<file path="src/rtl/ysyx_23060136_mem_stage.sv">
// Memory-access stage: one data-memory transaction per load/store on a valid/ready
// channel, load alignment/extension, and a busy stall until the access completes.
module ysyx_23060136_mem_stage #(
    parameter int BITS_W = 32,
    parameter int INST_W = 32,
    parameter int GPR_W  = 5,
    parameter int CSR_W  = 12
) (
    input  logic                  clk,
    input  logic                  rst,
    input  logic                  FORWARD_stallWB,
    input  logic                  MEM_i_commit,
    input  logic [BITS_W-1:0]     MEM_i_pc,
    input  logic [INST_W-1:0]     MEM_i_inst,
    input  logic [BITS_W-1:0]     MEM_i_ALU_ALUout,
    input  logic [BITS_W-1:0]     MEM_i_ALU_CSR_out,
    input  logic [BITS_W-1:0]     MEM_i_rs2_data,
    input  logic                  MEM_i_write_gpr,
    input  logic                  MEM_i_write_csr_1,
    input  logic                  MEM_i_write_csr_2,
    input  logic                  MEM_i_mem_to_reg,
    input  logic [GPR_W-1:0]      MEM_i_rd,
    input  logic [CSR_W-1:0]      MEM_i_csr_rd_1,
    input  logic [CSR_W-1:0]      MEM_i_csr_rd_2,
    input  logic                  MEM_i_system_halt,
    input  logic                  MEM_i_mem_ren,
    input  logic                  MEM_i_mem_wen,
    input  logic [2:0]            MEM_i_funct3,
    output logic                  dmem_req_valid,
    input  logic                  dmem_req_ready,
    output logic [BITS_W-1:0]     dmem_req_addr,
    output logic                  dmem_req_wen,
    output logic [BITS_W-1:0]     dmem_req_wdata,
    output logic [BITS_W/8-1:0]   dmem_req_wstrb,
    input  logic                  dmem_resp_valid,
    input  logic [BITS_W-1:0]     dmem_resp_rdata,
    output logic [BITS_W-1:0]     MEM_o_rdata,
    output logic                  MEM_o_busy,
    output logic                  MEM_o_commit,
    output logic [BITS_W-1:0]     MEM_o_pc,
    output logic [INST_W-1:0]     MEM_o_inst,
    output logic [BITS_W-1:0]     MEM_o_ALU_ALUout,
    output logic [BITS_W-1:0]     MEM_o_ALU_CSR_out,
    output logic                  MEM_o_write_gpr,
    output logic                  MEM_o_write_csr_1,
    output logic                  MEM_o_write_csr_2,
    output logic                  MEM_o_mem_to_reg,
    output logic [GPR_W-1:0]      MEM_o_rd,
    output logic [CSR_W-1:0]      MEM_o_csr_rd_1,
    output logic [CSR_W-1:0]      MEM_o_csr_rd_2,
    output logic                  MEM_o_system_halt
);
    localparam int STRB_W = BITS_W / 8;

    typedef enum logic [1:0] {S_IDLE, S_REQ, S_WAIT, S_DONE} state_t;
    state_t state, state_nxt;

    logic              access, is_half, is_word, misalign, start;
    logic [1:0]        off;
    logic [BITS_W-1:0] st_wdata;
    logic [STRB_W-1:0] st_wstrb;

    logic [BITS_W-1:0] req_addr_q, req_wdata_q, rdata_q;
    logic [STRB_W-1:0] req_wstrb_q;
    logic              req_wen_q, req_ren_q;
    logic [2:0]        req_f3_q;
    logic [1:0]        req_off_q;
    logic [BITS_W-1:0] shifted, load_ext;

    assign access   = MEM_i_mem_ren | MEM_i_mem_wen;
    assign off      = MEM_i_ALU_ALUout[1:0];
    assign is_half  = (MEM_i_funct3[1:0] == 2'b01);
    assign is_word  = MEM_i_funct3[1];
    assign misalign = access & ((is_half & off[0]) | (is_word & (off != 2'b00)));
    assign start    = access & ~misalign;

    // Store lanes are replicated so the addressed byte lanes carry the data.
    always_comb begin
        st_wdata = MEM_i_rs2_data;
        st_wstrb = '1;
        if (!MEM_i_mem_wen) begin
            st_wdata = '0;
            st_wstrb = '0;
        end else if (is_half) begin
            st_wdata = {(BITS_W/16){MEM_i_rs2_data[15:0]}};
            st_wstrb = STRB_W'(2'b11) << off;
        end else if (!is_word) begin
            st_wdata = {(BITS_W/8){MEM_i_rs2_data[7:0]}};
            st_wstrb = STRB_W'(1'b1) << off;
        end
    end

    always_comb begin
        shifted = dmem_resp_rdata >> {req_off_q, 3'b000};
        case (req_f3_q[1:0])
            2'b00:   load_ext = {{(BITS_W-8){~req_f3_q[2] & shifted[7]}}, shifted[7:0]};
            2'b01:   load_ext = {{(BITS_W-16){~req_f3_q[2] & shifted[15]}}, shifted[15:0]};
            default: load_ext = dmem_resp_rdata;
        endcase
    end

    always_ff @(posedge clk or negedge rst) begin
        if (!rst) state <= S_IDLE;
        else      state <= state_nxt;
    end

    always_comb begin
        state_nxt      = state;
        dmem_req_valid = 1'b0;
        case (state)
            S_IDLE: if (start) state_nxt = S_REQ;
            S_REQ: begin
                dmem_req_valid = 1'b1;
                if (dmem_req_ready) state_nxt = S_WAIT;
            end
            S_WAIT: if (dmem_resp_valid) state_nxt = S_DONE;
            S_DONE: if (!FORWARD_stallWB) state_nxt = S_IDLE;
            default: state_nxt = S_IDLE;
        endcase
    end

    always_ff @(posedge clk or negedge rst) begin
        if (!rst) begin
            req_addr_q  <= '0;
            req_wdata_q <= '0;
            req_wstrb_q <= '0;
            req_wen_q   <= 1'b0;
            req_ren_q   <= 1'b0;
            req_f3_q    <= '0;
            req_off_q   <= '0;
            rdata_q     <= '0;
        end else begin
            if (state == S_IDLE && start) begin
                req_addr_q  <= {MEM_i_ALU_ALUout[BITS_W-1:2], 2'b00};
                req_wdata_q <= st_wdata;
                req_wstrb_q <= st_wstrb;
                req_wen_q   <= MEM_i_mem_wen;
                req_ren_q   <= MEM_i_mem_ren;
                req_f3_q    <= MEM_i_funct3;
                req_off_q   <= off;
            end
            if (state == S_WAIT && dmem_resp_valid && req_ren_q)
                rdata_q <= load_ext;
        end
    end

    assign dmem_req_addr  = req_addr_q;
    assign dmem_req_wen   = req_wen_q;
    assign dmem_req_wdata = req_wdata_q;
    assign dmem_req_wstrb = req_wstrb_q;

    assign MEM_o_busy  = rst & start & (state != S_DONE);
    assign MEM_o_rdata = (state == S_DONE && req_ren_q && !misalign) ? rdata_q : '0;

    assign MEM_o_commit      = MEM_i_commit;
    assign MEM_o_pc          = MEM_i_pc;
    assign MEM_o_inst        = MEM_i_inst;
    assign MEM_o_ALU_ALUout  = MEM_i_ALU_ALUout;
    assign MEM_o_ALU_CSR_out = MEM_i_ALU_CSR_out;
    assign MEM_o_write_gpr   = MEM_i_write_gpr;
    assign MEM_o_write_csr_1 = MEM_i_write_csr_1;
    assign MEM_o_write_csr_2 = MEM_i_write_csr_2;
    assign MEM_o_mem_to_reg  = MEM_i_mem_to_reg;
    assign MEM_o_rd          = MEM_i_rd;
    assign MEM_o_csr_rd_1    = MEM_i_csr_rd_1;
    assign MEM_o_csr_rd_2    = MEM_i_csr_rd_2;
    assign MEM_o_system_halt = MEM_i_system_halt | misalign;
endmodule

</file>
<file path="config.mk">
export PLATFORM = sky130hd
export DESIGN_NAME = ysyx_23060136_mem_stage
export DESIGN_NICKNAME = d
export VERILOG_FILES = /design/src/rtl/ysyx_23060136_mem_stage.sv
export SDC_FILE = /design/constraint.sdc
export NUM_CORES = 1
export LEC_CHECK = 0
export BUFFER_PORTS_ARGS = -buffer_cell sky130_fd_sc_hd__buf_2
export CORE_AREA = 8 8 189 191
export CTS_CLUSTER_SIZE = 16
export DETAILED_ROUTE_END_ITERATION = 12
export DIE_AREA = 0 0 197 199
export PLACE_DENSITY = 0.45
export SYNTH_ARGS = -nofsm -noshare
export SYNTH_HDL_FRONTEND = slang
export SYNTH_SLANG_ARGS = --single-unit
export TNS_END_PERCENT = 50
</file>
<file path="constraint.sdc">
create_clock -name clk -period 1.7 [get_ports clk]
set_input_delay 0.17 -clock clk [delete_from_list [all_inputs] [get_ports clk]]
set_output_delay 0.17 -clock clk [all_outputs]
set_load 0.005 [all_outputs]
</file>
# ---- Word level (Yosys, flattened, before mapping)
# Cells that the tools add are included.
dict set report classes {
  n_eq_ne 10
  shifts 3
  muxes 14
  bitwise_logic 13
  reduce_logical 10
}
# operator count
set ops {}
lappend ops {{2-to-1 mux 32 bit} 4}
lappend ops {{one-hot mux 32 bit (2 select lines)} 1}
lappend ops {{right shift 32 x 5 -> 16 bit} 1}
lappend ops {{2-to-1 mux 4 bit} 3}
lappend ops {{inequality test 2 bit (second input constant)} 5}
lappend ops {{AND 1 bit} 8}
lappend ops {{2-to-1 mux 2 bit} 4}
lappend ops {{one-hot mux 2 bit (4 select lines)} 1}
lappend ops {{equality test 2 x 1 -> 1 bit (second input constant)} 3}
lappend ops {{logical AND 1 bit} 5}
lappend ops {{equality test 2 bit (second input constant)} 2}
lappend ops {{logical NOT 2 bit} 2}
lappend ops {{AND reduction 4 bit} 1}
lappend ops {{left shift 1 x 2 -> 4 bit (first input constant)} 1}
lappend ops {{left shift 2 x 2 -> 4 bit (first input constant)} 1}
lappend ops {{bitwise OR 1 bit} 3}
lappend ops {{NOT 1 bit} 2}
lappend ops {{nonzero test 2 bit} 1}
lappend ops {{logical NOT 1 bit} 1}
lappend ops {{2-to-1 mux 1 bit} 1}
dict set report totals {
  regBits 107
  in_bits 237
  output_inout_bits 266
  wordCells 59
}

# ---- Logic depth before layout (Yosys ltp)
dict set report logic_depth {
  ltp_word 8
  ltp_mapped 8
  mapped_depth_nobuf 6
}

# ---- Worst setup path before layout
# No wires, ideal clock.
dict set report synth_timing {
  path_type {register to register}
  from {register state[0]}
  to {register rdata_q[24]}
  setup_ps 69
  arrival_ps 1438
  t_required_ps 1631
  slack_ps 193
  path_stages_with_launch 8
  n_path_buf 1
  synth_period_minus_slack_ps 1507
  cell_sequence {dfrtp_1 > inv_1 > ha_1 > nand3_1 > nor3_1 > nand3_2 > buf_4 > nand3_1}
}
dict set report synth_via {
  elab_chain_len 3
}
# element line_no
set synth_rtl {}
lappend synth_rtl {{start, declared} 56} ;# state_t state, state_nxt;
lappend synth_rtl {{start signal, assigned} 104} ;# else state <= state_nxt;
lappend synth_rtl {{equality test 2 bit} 142} ;# if (state == S_WAIT && dmem_resp_valid && req_ren_q)
lappend synth_rtl {{logical AND 1 bit (2 in a row)} 142}
lappend synth_rtl {{end signal, assigned} 143} ;# rdata_q <= load_ext;
lappend synth_rtl {{end, declared} 63} ;# logic [BITS_W-1:0] req_addr_q, req_wdata_q, rdata_q;
# Every way passes these cells.
# A chain may end at the register's enable or synchronous reset.

# ---- Worst setup path after layout
dict set report layout_timing {
  from {register state[0]}
  to {output MEM_o_rdata[16]}
}
dict set report layout_via {
  elab_chain_len 4
}
# element line_no
set layout_rtl {}
lappend layout_rtl {{equality test 2 bit} 153} ;# assign MEM_o_rdata = (state == S_DONE && req_ren_q && !misalign) ? rdata_q : '0;
lappend layout_rtl {{logical AND 1 bit (2 in a row)} 153}
lappend layout_rtl {{2-to-1 mux 32 bit} 153}
lappend layout_rtl {{end, declared} 37} ;# output logic [BITS_W-1:0] MEM_o_rdata,
# Every way passes these cells.

==> metrics.txt <==
GR Util All Layers 0.114; area of the die 39,200 sq um; initial core utilization 0.202; # IOs 503; Synth Area in Simple Gates 0.215; number of clock sinks 107; post-synthesis compound-gate area fraction 0.0901; clk slew on worst S/H paths 80 ps; CP endpoint MEM_o_rdata[16]; main flop type after synthesis dfrtp_1; Via density 4.06; H-tree levels 3; Fillers 3,677; count of different cell masters after synthesis 45; Final TNS setup -462 ps; Post-route DRC 0; CTS Buffer Depth 2; maxcap violations 0; Hold Slack 27.7 ps; first-pass GRT wire length 34,500 um; share of layout cells above drive strength 1 0.355; vias in the first global route 5,848; pwr/cell area 1390 nW/um^2; CP endpoint kind output pin; combinational family with the most area after synthesis buffers and inverters; initial antenna violation count 1; WS Path Type reg2out; port bufs 240; Synth Register Bits 107; top cell type's share of synthesized area 0.403; failing checks negative setup slack; Antenna Nets Post-Route 0; RSZ-0062 raised after global routing true; sequential area share after synthesis 0.403; Reg area 2680 sq um; clock power share 0.204; top post-synthesis cells by area dfrtp_1 (40%), buf_4 (19%), nand2_1 (11%); Synth Area in Adders 0.0150; Reg2Reg Depth 7; Net count, final 1,124; area occupied by multi-input gates 2550 sq um; Sw Pwr 4.13 mW; post-synthesis mux area share 0.0561; maximum VDD drop 0.399 mV; yosys warns 0; Worst R2R End state[1]$_DFFE_PN0P_; Setup crit start kind register; LEAKAGE 4.13 nW; drt total wl 22,700 um; via count 5,410; syn avg cell area 8.55 sq um; Slew @ Worst Pin 633 ps; Hold Path Class in2reg; CTS tree built; Final Cycle Share 1.02; Final Slew Violations 0; sequential group share of total power 0.391; Setup crit start state[0]$_DFFE_PN0P_; GRT overflow 0; die width 197 um; hpwl dp 17,500 um; Tmin final 1730 ps; crit path DAT 1560 ps; # rows 67; # diodes 0; final setup fails 25; worst setup slack after layout -32.2 ps; first drt pass iteration count 4; clk_lat worst skew 360 ps; Final Skew 11.2 ps; Area Overhead vs Synth 18.5%; combinational power share 0.405; Final Hold Viols 0; switching share of power 0.378; relative slew slack 0.578; Fmax 577 MHz; FF-to-FF Start state[0]$_DFFE_PN0P_; GP Congestion 0.808; Synth Area in XOR/XNOR 0; pin count of the biggest net entering global routing 108; Crit Path Max Fanout 32; die extent in y 199 um; CTS Root Cell clkbuf_16; Worst R2R Setup Slack 10 ps; cell taking the most area after synthesis dfrtp_1; Core ar. 32,900 sq um; Power, Total 10.9 mW; wire length per cell 17.0 um; status complete, but fails checks; internal power 6.80 mW; post-synthesis cell count 778; CP Data Required Time 1530 ps; DRT iter0 DRCs 214; Post-synth EDFFs 0; FFs w/ async S/R, synth 1.00; Syn Std Cell Area 6650 sq um; TritonCTS buffer count 9
## worst max-delay path, stage by stage (launching register included)
cell	delay, ps
dfrtp_2	450
ha_4	190
nand2_4	70
nor2_4	40
buf_12	160
and2_1	160
buf_2	120
## sequential cells by signal, summed over array words and instances, names as in the netlist
signal          cells
dmem_req_wen        1
req_ren_q           1
req_off_q           2
state               2
dmem_req_addr      30
rdata_q            32
dmem_req_wstrb      4
dmem_req_wdata     32
req_f3_q            3
## per-stage QoR
step / cell area (sq um) / worst slack, ps / std cells / util
final: 7880 / -32.2 / 1332 / 0.240
after global routing: 7880 / -149 / 1332 / 0.240
after detailed placement: 7350 / 39.4 / 1297 / 0.224
after CTS: 7860 / -108 / 1332 / 0.239
after floorplan: 6660 / 193 / 779 / -
after global placement: 7350 / 70.5 / 1297 / 0.224
## timing repair
item	in CTS	in global routing
resized for setup	5	6
hold buffers	19	0
buffers inserted	0	0
endpoints found under the hold margin	125	0
pin swaps	7	0
setup endpoints to repair	32	71
## power groups by stage
| stage | Combinational (mW) | Clock [mW] | Sequential (mW) |
|---|---|---|---|
| 2_1_floorplan | 2.76 | 0 | 4.20 |
| 3_3_place_gp | 4.40 | 0 | 4.30 |
| 3_5_place_dp | 4.48 | 0 | 4.29 |
| 4_1_cts | 4.53 | 2.36 | 4.28 |
| 5_1_grt | 5.03 | 2.45 | 4.44 |
| 6_report | 4.43 | 2.23 | 4.28 |
## cell usage after synthesis, types with 6 or more instances
| library cell | number |
|---|---|
| mux2i_1 | 35 |
| or2_0 | 6 |
| a22o_1 | 6 |
| and2_1 | 32 |
| o31ai_1 | 16 |
| inv_1 | 6 |
| nor2_1 | 16 |
| buf_2 | 20 |
| clkbuf_1 | 13 |
| buf_4 | 166 |
| nand2_1 | 200 |
| a2bb2oi_1 | 7 |
| ha_1 | 8 |
| nand3_1 | 49 |
| a21oi_1 | 13 |
| a21oi_2 | 6 |
| o21ai_0 | 29 |
| dfrtp_1 | 107 |
| o22ai_1 | 6 |
## cell families after synthesis
| group | after synthesis |
|---|---|
| AOI/OAI and AO/OA | 90 |
| adders and majority gates | 8 |
| buffers and inverters | 214 |
| DFF | 107 |
| muxes | 37 |
| other | 1 |
| and+or+nand+nor | 321 |
## metal layers
| layer | share of wire | track usage | up-vias |
|---|---|---|---|
| met5 | 0.00035 | 0 | - |
| met4 | 0.028 | 0.0463 | 2 |
| met3 | 0.10 | 0.0546 | 52 |
| met2 | 0.45 | 0.177 | 275 |
| met1 | 0.42 | 0.133 | 2511 |
| li1 | - | - | 2570 |
## area by class of cell
| cell class | count | share of cell area |
|---|---|---|
| sequential | 107 | 0.340 |
| tap | 448 | 0.0711 |
| inverter | 7 | 0.00333 |
| clock inverter | 6 | 0.00873 |
| timing repair buffer | 296 | 0.224 |
| clock buffer | 10 | 0.0291 |
| multi-input combinational | 458 | 0.324 |
## placed cells by master (no fill, tap or decap), drive strengths merged, types with 3 or more instances in the layout
master       count
buf            277
o31ai           16
nand3           50
and2            32
nand2          200
inv              9
a2bb2oi          7
dfrtp          107
nand3b           3
mux2i           35
nor2            17
a22o             6
o21ai           29
clkbuf          10
a21oi           20
dlygate4sd3     19
or2              8
o22ai            6
ha               8
## worst min-delay path by stage
stage	from	endpoint	slack, ps	depth (start not counted)
floorplan	rst	dmem_req_addr[10]$_DFFE_PN0P_	-130	0
global placement	MEM_i_ALU_CSR_out[14]	MEM_o_ALU_CSR_out[14]	340	0
detailed placement	MEM_i_ALU_CSR_out[14]	MEM_o_ALU_CSR_out[14]	340	0
CTS	MEM_i_ALU_ALUout[30]	dmem_req_addr[30]$_DFFE_PN0P_	0.8	3
global route	MEM_i_ALU_ALUout[2]	dmem_req_addr[2]$_DFFE_PN0P_	4	3
finish	MEM_i_ALU_ALUout[30]	dmem_req_addr[30]$_DFFE_PN0P_	30	3
Note: power is estimated with default switching activity, not from simulation.
